==> src/rtl/program_loader_pkg.sv <==
// Shared definitions for the program loader: FSM state encoding, word
// framing constants, header decoding and the big-endian byte-lane mapping.
package loader_pkg;

  typedef enum logic [2:0] {
    ST_IDLE,
    ST_DATA,
    ST_WRITE,
    ST_CHK,
    ST_DONE,
    ST_ERR
  } state_t;

  localparam int BYTES_PER_WORD     = 4;
  localparam int BYTE_IDX_W         = 2;
  localparam bit HDR_ZERO_MEANS_256 = 1'b1;

  // Big-endian lane mapping: each new byte enters at [7:0] and older bytes
  // move up, so the first byte of a word ends up in [31:24].
  function automatic logic [31:0] pack_byte(input logic [31:0] word,
                                            input logic [7:0]  b);
    return {word[23:0], b};
  endfunction

  // Header byte to word count; a zero header stands for a full 256 words.
  function automatic logic [8:0] hdr_count(input logic [7:0] hdr);
    if (HDR_ZERO_MEANS_256 && (hdr == 8'd0)) return 9'd256;
    return {1'b0, hdr};
  endfunction

endpackage

==> src/rtl/program_loader_if.sv <==
// Byte-stream input and program-RAM write port of the program loader.
// master: stream source / RAM observer; slave: the loader itself.
interface program_loader_if #(
  parameter int ADDR_W = 8
);
  logic              in_valid;
  logic [7:0]        in_byte;
  logic              in_ready;
  logic              mem_w;
  logic [ADDR_W-1:0] mem_addr;
  logic [31:0]       mem_w_data;

  modport master (
    output in_valid, in_byte,
    input  in_ready, mem_w, mem_addr, mem_w_data
  );

  modport slave (
    input  in_valid, in_byte,
    output in_ready, mem_w, mem_addr, mem_w_data
  );
endinterface

==> src/rtl/program_loader_byte_packer.sv <==
// Collects four stream bytes into one 32-bit instruction word. word_next is
// the word including the byte being shifted in this cycle; word_ready flags
// that this byte completes the word.
module byte_packer
  import loader_pkg::*;
(
  input  logic        clk,
  input  logic        reset,
  input  logic        clear,
  input  logic        shift_en,
  input  logic [7:0]  byte_in,
  output logic [31:0] word_next,
  output logic        word_ready
);

  logic [31:0]           shreg;
  logic [BYTE_IDX_W-1:0] idx;

  assign word_next  = pack_byte(shreg, byte_in);
  assign word_ready = shift_en && (idx == BYTE_IDX_W'(BYTES_PER_WORD - 1));

  // Byte index: wraps 0..3, restarted for every new image or on reset.
  always_ff @(posedge clk) begin
    if (reset || clear) idx <= '0;
    else if (shift_en)  idx <= idx + BYTE_IDX_W'(1);
  end

  // Shift register is pure data; stale bytes are fully replaced within a word.
  always_ff @(posedge clk) begin
    if (shift_en) shreg <= word_next;
  end

endmodule

==> src/rtl/program_loader.sv <==
// Program loader: receives a framed byte stream (header N, then 4 bytes per
// word), writes the words to sequential program-RAM addresses and holds the
// CPU in reset until the image is complete.
// Optional macro LOADER_CHECKSUM_EN: a trailer byte follows the image and
// must make the XOR of header, data and trailer zero before DONE.
module program_loader
  import loader_pkg::*;
#(
  parameter int RAM_SIZE = 256,
  parameter int ADDR_W   = 8
) (
  input  logic              clk,
  input  logic              reset,
  program_loader_if.slave   bus,
  input  logic              start,
  output logic              cpu_reset,
  output logic              done,
  output logic              error,
  output logic [ADDR_W:0]   words_loaded
);

  localparam int         CNT_W     = ADDR_W + 1;
  localparam logic [8:0] RAM_LIMIT = 9'(RAM_SIZE);

  state_t           state;
  logic [CNT_W-1:0] n_words;
  logic [CNT_W-1:0] wl_inc;
  logic [8:0]       hdr_n;
  logic             accept;
  logic             hdr_accept;
  logic             data_accept;
  logic [31:0]      word_next;
  logic             word_ready;
`ifdef LOADER_CHECKSUM_EN
  logic [7:0]       csum;
`endif

  assign accept      = bus.in_valid && bus.in_ready;
  assign hdr_accept  = (state == ST_IDLE) && accept;
  assign data_accept = (state == ST_DATA) && accept;
  assign hdr_n       = hdr_count(bus.in_byte);
  assign wl_inc      = words_loaded + CNT_W'(1);

  byte_packer u_packer (
    .clk        (clk),
    .reset      (reset),
    .clear      (hdr_accept),
    .shift_en   (data_accept),
    .byte_in    (bus.in_byte),
    .word_next  (word_next),
    .word_ready (word_ready)
  );

  // Latched word count and running checksum; data registers without reset.
  always_ff @(posedge clk) begin
    if (hdr_accept) n_words <= CNT_W'(hdr_n);
`ifdef LOADER_CHECKSUM_EN
    if (hdr_accept)       csum <= bus.in_byte;
    else if (data_accept) csum <= csum ^ bus.in_byte;
`endif
  end

  // Load sequencer with registered handshake, RAM-write and status outputs.
  always_ff @(posedge clk) begin
    if (reset) begin
      state          <= ST_IDLE;
      bus.in_ready   <= 1'b0;
      bus.mem_w      <= 1'b0;
      bus.mem_addr   <= '0;
      bus.mem_w_data <= '0;
      cpu_reset      <= 1'b1;
      done           <= 1'b0;
      error          <= 1'b0;
      words_loaded   <= '0;
    end else begin
      bus.mem_w <= 1'b0;
      case (state)
        ST_IDLE: begin
          bus.in_ready <= 1'b1;
          if (accept) begin
            if (hdr_n > RAM_LIMIT) begin
              state        <= ST_ERR;
              bus.in_ready <= 1'b0;
              error        <= 1'b1;
            end else begin
              state        <= ST_DATA;
              words_loaded <= '0;
            end
          end
        end
        ST_DATA: begin
          if (word_ready) begin
            state          <= ST_WRITE;
            bus.in_ready   <= 1'b0;
            bus.mem_w      <= 1'b1;
            bus.mem_addr   <= words_loaded[ADDR_W-1:0];
            bus.mem_w_data <= word_next;
          end
        end
        ST_WRITE: begin
          words_loaded <= wl_inc;
          if (wl_inc == n_words) begin
`ifdef LOADER_CHECKSUM_EN
            state        <= ST_CHK;
            bus.in_ready <= 1'b1;
`else
            state        <= ST_DONE;
            done         <= 1'b1;
            cpu_reset    <= 1'b0;
`endif
          end else begin
            state        <= ST_DATA;
            bus.in_ready <= 1'b1;
          end
        end
`ifdef LOADER_CHECKSUM_EN
        ST_CHK: begin
          if (accept) begin
            bus.in_ready <= 1'b0;
            if ((csum ^ bus.in_byte) == 8'd0) begin
              state     <= ST_DONE;
              done      <= 1'b1;
              cpu_reset <= 1'b0;
            end else begin
              state <= ST_ERR;
              error <= 1'b1;
            end
          end
        end
`endif
        ST_DONE, ST_ERR: begin
          if (start) begin
            state        <= ST_IDLE;
            bus.in_ready <= 1'b1;
            done         <= 1'b0;
            error        <= 1'b0;
            cpu_reset    <= 1'b1;
          end
        end
        default: state <= ST_IDLE;
      endcase
    end
  end

endmodule

==> src/flat_wrapper.sv <==
// flat-port wrapper written by rule: the top's interface ports become plain ports
module program_loader_flat import loader_pkg::*;
#(
  parameter int RAM_SIZE = 256,
  parameter int ADDR_W   = 8
)
  (clk, reset, start, cpu_reset, done, error, words_loaded, bus_in_valid, bus_in_byte, bus_in_ready, bus_mem_w, bus_mem_addr, bus_mem_w_data);
  program_loader_if #(.ADDR_W(ADDR_W)) bus_i ();
  input  logic clk;
  input  logic reset;
  input  logic start;
  output logic cpu_reset;
  output logic done;
  output logic error;
  output logic [ADDR_W:0] words_loaded;
  input wire logic [$bits(bus_i.in_valid)-1:0] bus_in_valid;
  input wire logic [$bits(bus_i.in_byte)-1:0] bus_in_byte;
  output wire logic [$bits(bus_i.in_ready)-1:0] bus_in_ready;
  output wire logic [$bits(bus_i.mem_w)-1:0] bus_mem_w;
  output wire logic [$bits(bus_i.mem_addr)-1:0] bus_mem_addr;
  output wire logic [$bits(bus_i.mem_w_data)-1:0] bus_mem_w_data;
  assign bus_i.in_valid = bus_in_valid;
  assign bus_i.in_byte = bus_in_byte;
  assign bus_in_ready = bus_i.in_ready;
  assign bus_mem_w = bus_i.mem_w;
  assign bus_mem_addr = bus_i.mem_addr;
  assign bus_mem_w_data = bus_i.mem_w_data;
  program_loader #(.RAM_SIZE(RAM_SIZE), .ADDR_W(ADDR_W)) u_core (.clk(clk), .reset(reset), .bus(bus_i), .start(start), .cpu_reset(cpu_reset), .done(done), .error(error), .words_loaded(words_loaded));
endmodule
==> config.mk <==
export PLATFORM = sky130hd
export DESIGN_NAME = program_loader_flat
export DESIGN_NICKNAME = d
export VERILOG_FILES = /design/src/rtl/program_loader_pkg.sv /design/src/rtl/program_loader_if.sv /design/src/rtl/program_loader_byte_packer.sv /design/src/rtl/program_loader.sv /design/src/flat_wrapper.sv
export SDC_FILE = /design/constraint.sdc
export NUM_CORES = 1
export LEC_CHECK = 0
export CAP_MARGIN = 20
export CELL_PAD_IN_SITES_DETAIL_PLACEMENT = 1
export CELL_PAD_IN_SITES_GLOBAL_PLACEMENT = 1
export CORE_MARGIN = 2
export CORE_UTILIZATION = 39
export DETAILED_ROUTE_END_ITERATION = 12
export PLACE_DENSITY = 0.83
export SYNTH_ARGS = -nofsm -noshare
export SYNTH_HDL_FRONTEND = slang
export SYNTH_SLANG_ARGS = --single-unit
==> constraint.sdc <==
create_clock -name clk -period 3.8 [get_ports clk]
set_clock_uncertainty 0.15 [all_clocks]
set_input_delay 0.95 -clock clk [delete_from_list [all_inputs] [get_ports clk]]
set_output_delay 0.95 -clock clk [all_outputs]
set_load 0.005 [all_outputs]
==> impl_metrics.py <==
metrics = {
    "synth": {
        "yosysMostFrequentCell": "sky130_fd_sc_hd__nand2_1",
        "synth.top_cell.area_share": 0.331,
        "dominantRegCellSynth": "sky130_fd_sc_hd__dfxtp_1",
        "yosysTopAreaCell": "sky130_fd_sc_hd__dfxtp_1",
        "post_synth_instance_area_sq_mm": 0.00356,
        "synthArstFlopShare": 0,
        "synth_enable_flop_cells": 33,
        "yosys.area_share.simple": 0.191,
        "fraction_of_synthesized_area_in_multiplexers": 0.00597,
        "synth.distinct_cells": 47,
        "largest_family_of_logic_cells_by_synthesized_area": "simple AND/OR/NAND/NOR gates",
        "synth-xor-area-share": 0.0221,
        "synth-compound-area-share": 0.127,
        "synth.top_cells.by_area": "sky130_fd_sc_hd__dfxtp_1 (33%), sky130_fd_sc_hd__edfxtp_1 (28%), sky130_fd_sc_hd__nand2_1 (9.4%)",
        "syn_inst": 362,
        "synth-adder-area-share": 0.00702,
        "synthesis.area_per_instance_sq_um": 9.84,
        "commonest_cells_in_the_netlist": "sky130_fd_sc_hd__nand2_1 (89), sky130_fd_sc_hd__dfxtp_1 (59), sky130_fd_sc_hd__a21oi_1 (48)",
        "synthesis.yosys.warnings": 0,
        "synth.yosys.seq_area_share": 0.610,
        "postSynthNetCount": 376,
        "synth.ff_latch_count": 92,
    },
    "sta": {
        "portion_of_the_clock_cycle_consumed_by_the_worst_path_in_the_final_layout": 0.731,
        "drv_slew": 0,
        "fin_tns_setup_ns": 0,
        "max_slew.worst_pin.slew_ns": 0.932,
        "final-hold-violation-count": 0,
        "post-route-min-period_ns": 2.78,
        "setup-violations-final": 0,
        "achievable-frequency_ghz": 0.360,
        "worst_slew_margin_rel": 0.374,
        "setup_repair_after_global_routing_missed_its_margin": "false",
    },
    "place": {
        "io_buffer_count": 65,
        "gp_congestion": 0.800,
        "place.detailed.hpwl_mm": 6.41,
    },
    "die": {
        "die_h_um": 99.6,
        "fp.coreArea_sq_mm": 0.00881,
        "boundaryPins": 66,
        "floorplan.die.width_um": 99.6,
        "fp.dieArea_sq_mm": 0.00992,
        "initial_core_util": 0.405,
        "placement_rows": 34,
    },
    "clock_network": {
        "clock_tree.buffer_depth": 2,
        "ctsHtreeMaxLevel": 3,
        "tritoncts_clock_tree": "done",
        "cts_post_setup_buffers_inserted": 0,
        "insertion_delay_ns": 0.36,
        "clock_sinks": 92,
        "ctsHoldBuffers": 0,
        "clock_tree.root_cell": "sky130_fd_sc_hd__clkbuf_8",
        "clk_transition_reported_paths_ns": 0.09,
        "gates_resized_cts_repair": 0,
        "numCtsBuffers": 9,
    },
    "run_status": {
        "outcome": "finished, final reports clean",
    },
    "worst_setup_path": {
        "worstPathMaxFanout": 28,
        "worst-path-buf-inv": 2,
        "crit_chain": "clkdlybuf4s50_1, nand4b_1, nor2_2, nand2_1, buf_12, nand2_1, a21oi_1",
        "arrival_ns": 2.84,
        "critPathCaptureType": "flop",
        "required_ns": 3.86,
        "timing.setup.critical_path_class": "input pin to flop",
        "start_kind": "input pin",
        "cpMostUsedCell": "sky130_fd_sc_hd__nand2_1",
        "cp_top_family": "simple AND/OR/NAND/NOR gates",
        "timing.critical_path.slowest_cell_delay_ns": 0.54,
        "slowest_cp_cell": "sky130_fd_sc_hd__clkdlybuf4s50_1",
    },
    "final_layout": {
        "drive_gt1_frac": 0.0646,
        "insertedDiodeCount": 0,
        "register_area_sq_mm": 0.00217,
        "area_added_between_synthesis_and_finish_pct": 26.5,
        "fillers": 986,
        "multi_input_gate_area_sq_mm": 0.00126,
        "layout.nets": 427,
    },
    "route": {
        "post_drt_via_cell_ratio": 5.42,
        "route.vias.total": 2849,
        "dr.pass1.iters": 4,
        "drtIter0Drc": 147,
        "route.detailed.wl_per_inst_um": 18.3,
        "postRouteAntennaNets": 0,
        "route.final.wire_length_mm": 9.63,
        "drc": 0,
    },
    "worst_hold_path": {
        "worst_hold_path_type": "flop to flop",
    },
    "global_route": {
        "grt_remaining_overflow": 0,
        "grt_pass1_vias": 3023,
        "grt_pass1_wl_mm": 15.6,
        "globalRouteTotalUtil": 0.202,
        "grt_start_max_net_pins": 35,
        "grt_antenna_before_repair": 0,
    },
    "power": {
        "fin_total_pwr_w": 0.00184,
        "power_per_cell_area_mw_per_mm2": 409,
        "power.leakage_nw": 1.45,
        "max-vdd-ir-drop_v": 0.000192,
    },
    "flow_run": {
        "max_cap_viol_count": 0,
    },
}
## placed cells by master, fill, tap and decap left out, drive strengths merged, types with 2 or more instances in the layout
cell	instances
a211oi	2
a21oi	48
a22oi	2
a311oi	3
a31oi	4
and2	2
and3	3
and4	2
buf	5
bufinv	2
clkbuf	11
clkdlybuf4s50	64
dfxtp	59
edfxtp	33
ha	2
inv	4
nand2	89
nand2b	2
nand3	7
nand4b	2
nor2	15
nor2b	3
nor3	7
nor3b	2
nor4	4
o21ai	13
or3	2
or4	3
xnor2	7
xor2	2
## final timing paths
| path | startpoint | endpoint | slack [ns] | cells past startpoint |
|---|---|---|---|---|
| min reg2reg | u_core.cpu_reset | u_core.cpu_reset | 0.31 | 2 |
| max | bus_in_valid | u_core.bus.mem_w_data[12] | 1.02 | 7 |
| max reg2reg | u_core.words_loaded[0] | u_core.cpu_reset | 1.19 | 6 |
| min | u_core.cpu_reset | u_core.cpu_reset | 0.31 | 2 |
## power by group
part	internal (W)	total (W)	switching (W)
Clock	0.000393	0.000749	0.000357
Combinational	0.0000214	0.0000567	0.0000353
Sequential	0.00103	0.00104	0.00000797
## routing by layer
metal  wire length, um  global-route usage  vias to the layer above
met5                 0                   0                        -
met3               248              0.0281                       18
li1                  -                   -                     1352
met4               252              0.0948                        0
met1              4310               0.261                     1412
met2              4820               0.338                       67
## state kept, by name (all words and copies together), names as in the netlist
register               count
u_core.bus.in_ready        1
u_core.cpu_reset           1
u_core.n_words             9
u_core.words_loaded        9
u_core.done                1
u_core.state               3
u_core.bus.mem_w           1
u_core.bus.mem_w_data     32
u_core.u_packer.idx        2
u_core.error               1
u_core.u_packer.shreg     24
u_core.bus.mem_addr        8
## through the flow
| stage | utilization | instances | area [sq um] | setup WS, ns | hold WS [ns] |
|---|---|---|---|---|---|
| floorplan | - | 362 | 3560 | 0.568 | 0.276 |
| global placement | 0.486 | 510 | 4280 | 0.796 | 0.282 |
| detailed placement | 0.486 | 510 | 4280 | 0.679 | 0.290 |
| CTS | 0.512 | 526 | 4510 | 1.05 | 0.307 |
| global route | 0.512 | 526 | 4510 | 0.851 | 0.323 |
| finish | 0.512 | 526 | 4510 | 1.02 | 0.307 |
## kinds of logic (layout without fill, tap and decap cells)
group / count (synthesis) / in the layout
DFF: 92 / 92
buffers and inverters: 32 / 88
adders and majority gates: 2 / 2
xor gates and xnor gates: 9 / 9
muxes: 2 / 2
and+or+nand+nor: 146 / 146
AOI/OAI and AO/OA: 79 / 79
## tightest hold or removal path, stage by stage, from the launching register on
cell and delay, ns:
sky130_fd_sc_hd__dfxtp_1 0.32, sky130_fd_sc_hd__inv_1 0.05, sky130_fd_sc_hd__a2bb2oi_1 0.05
## cell type report
class	count	area share
sequential	92	0.482
clock inverter	5	0.0189
inverter	3	0.00250
tap	108	0.0300
timing repair buffer	69	0.155
clock buffer	11	0.0314
multi-input combinational	238	0.280
Note: power is estimated with default switching activity, not from simulation.
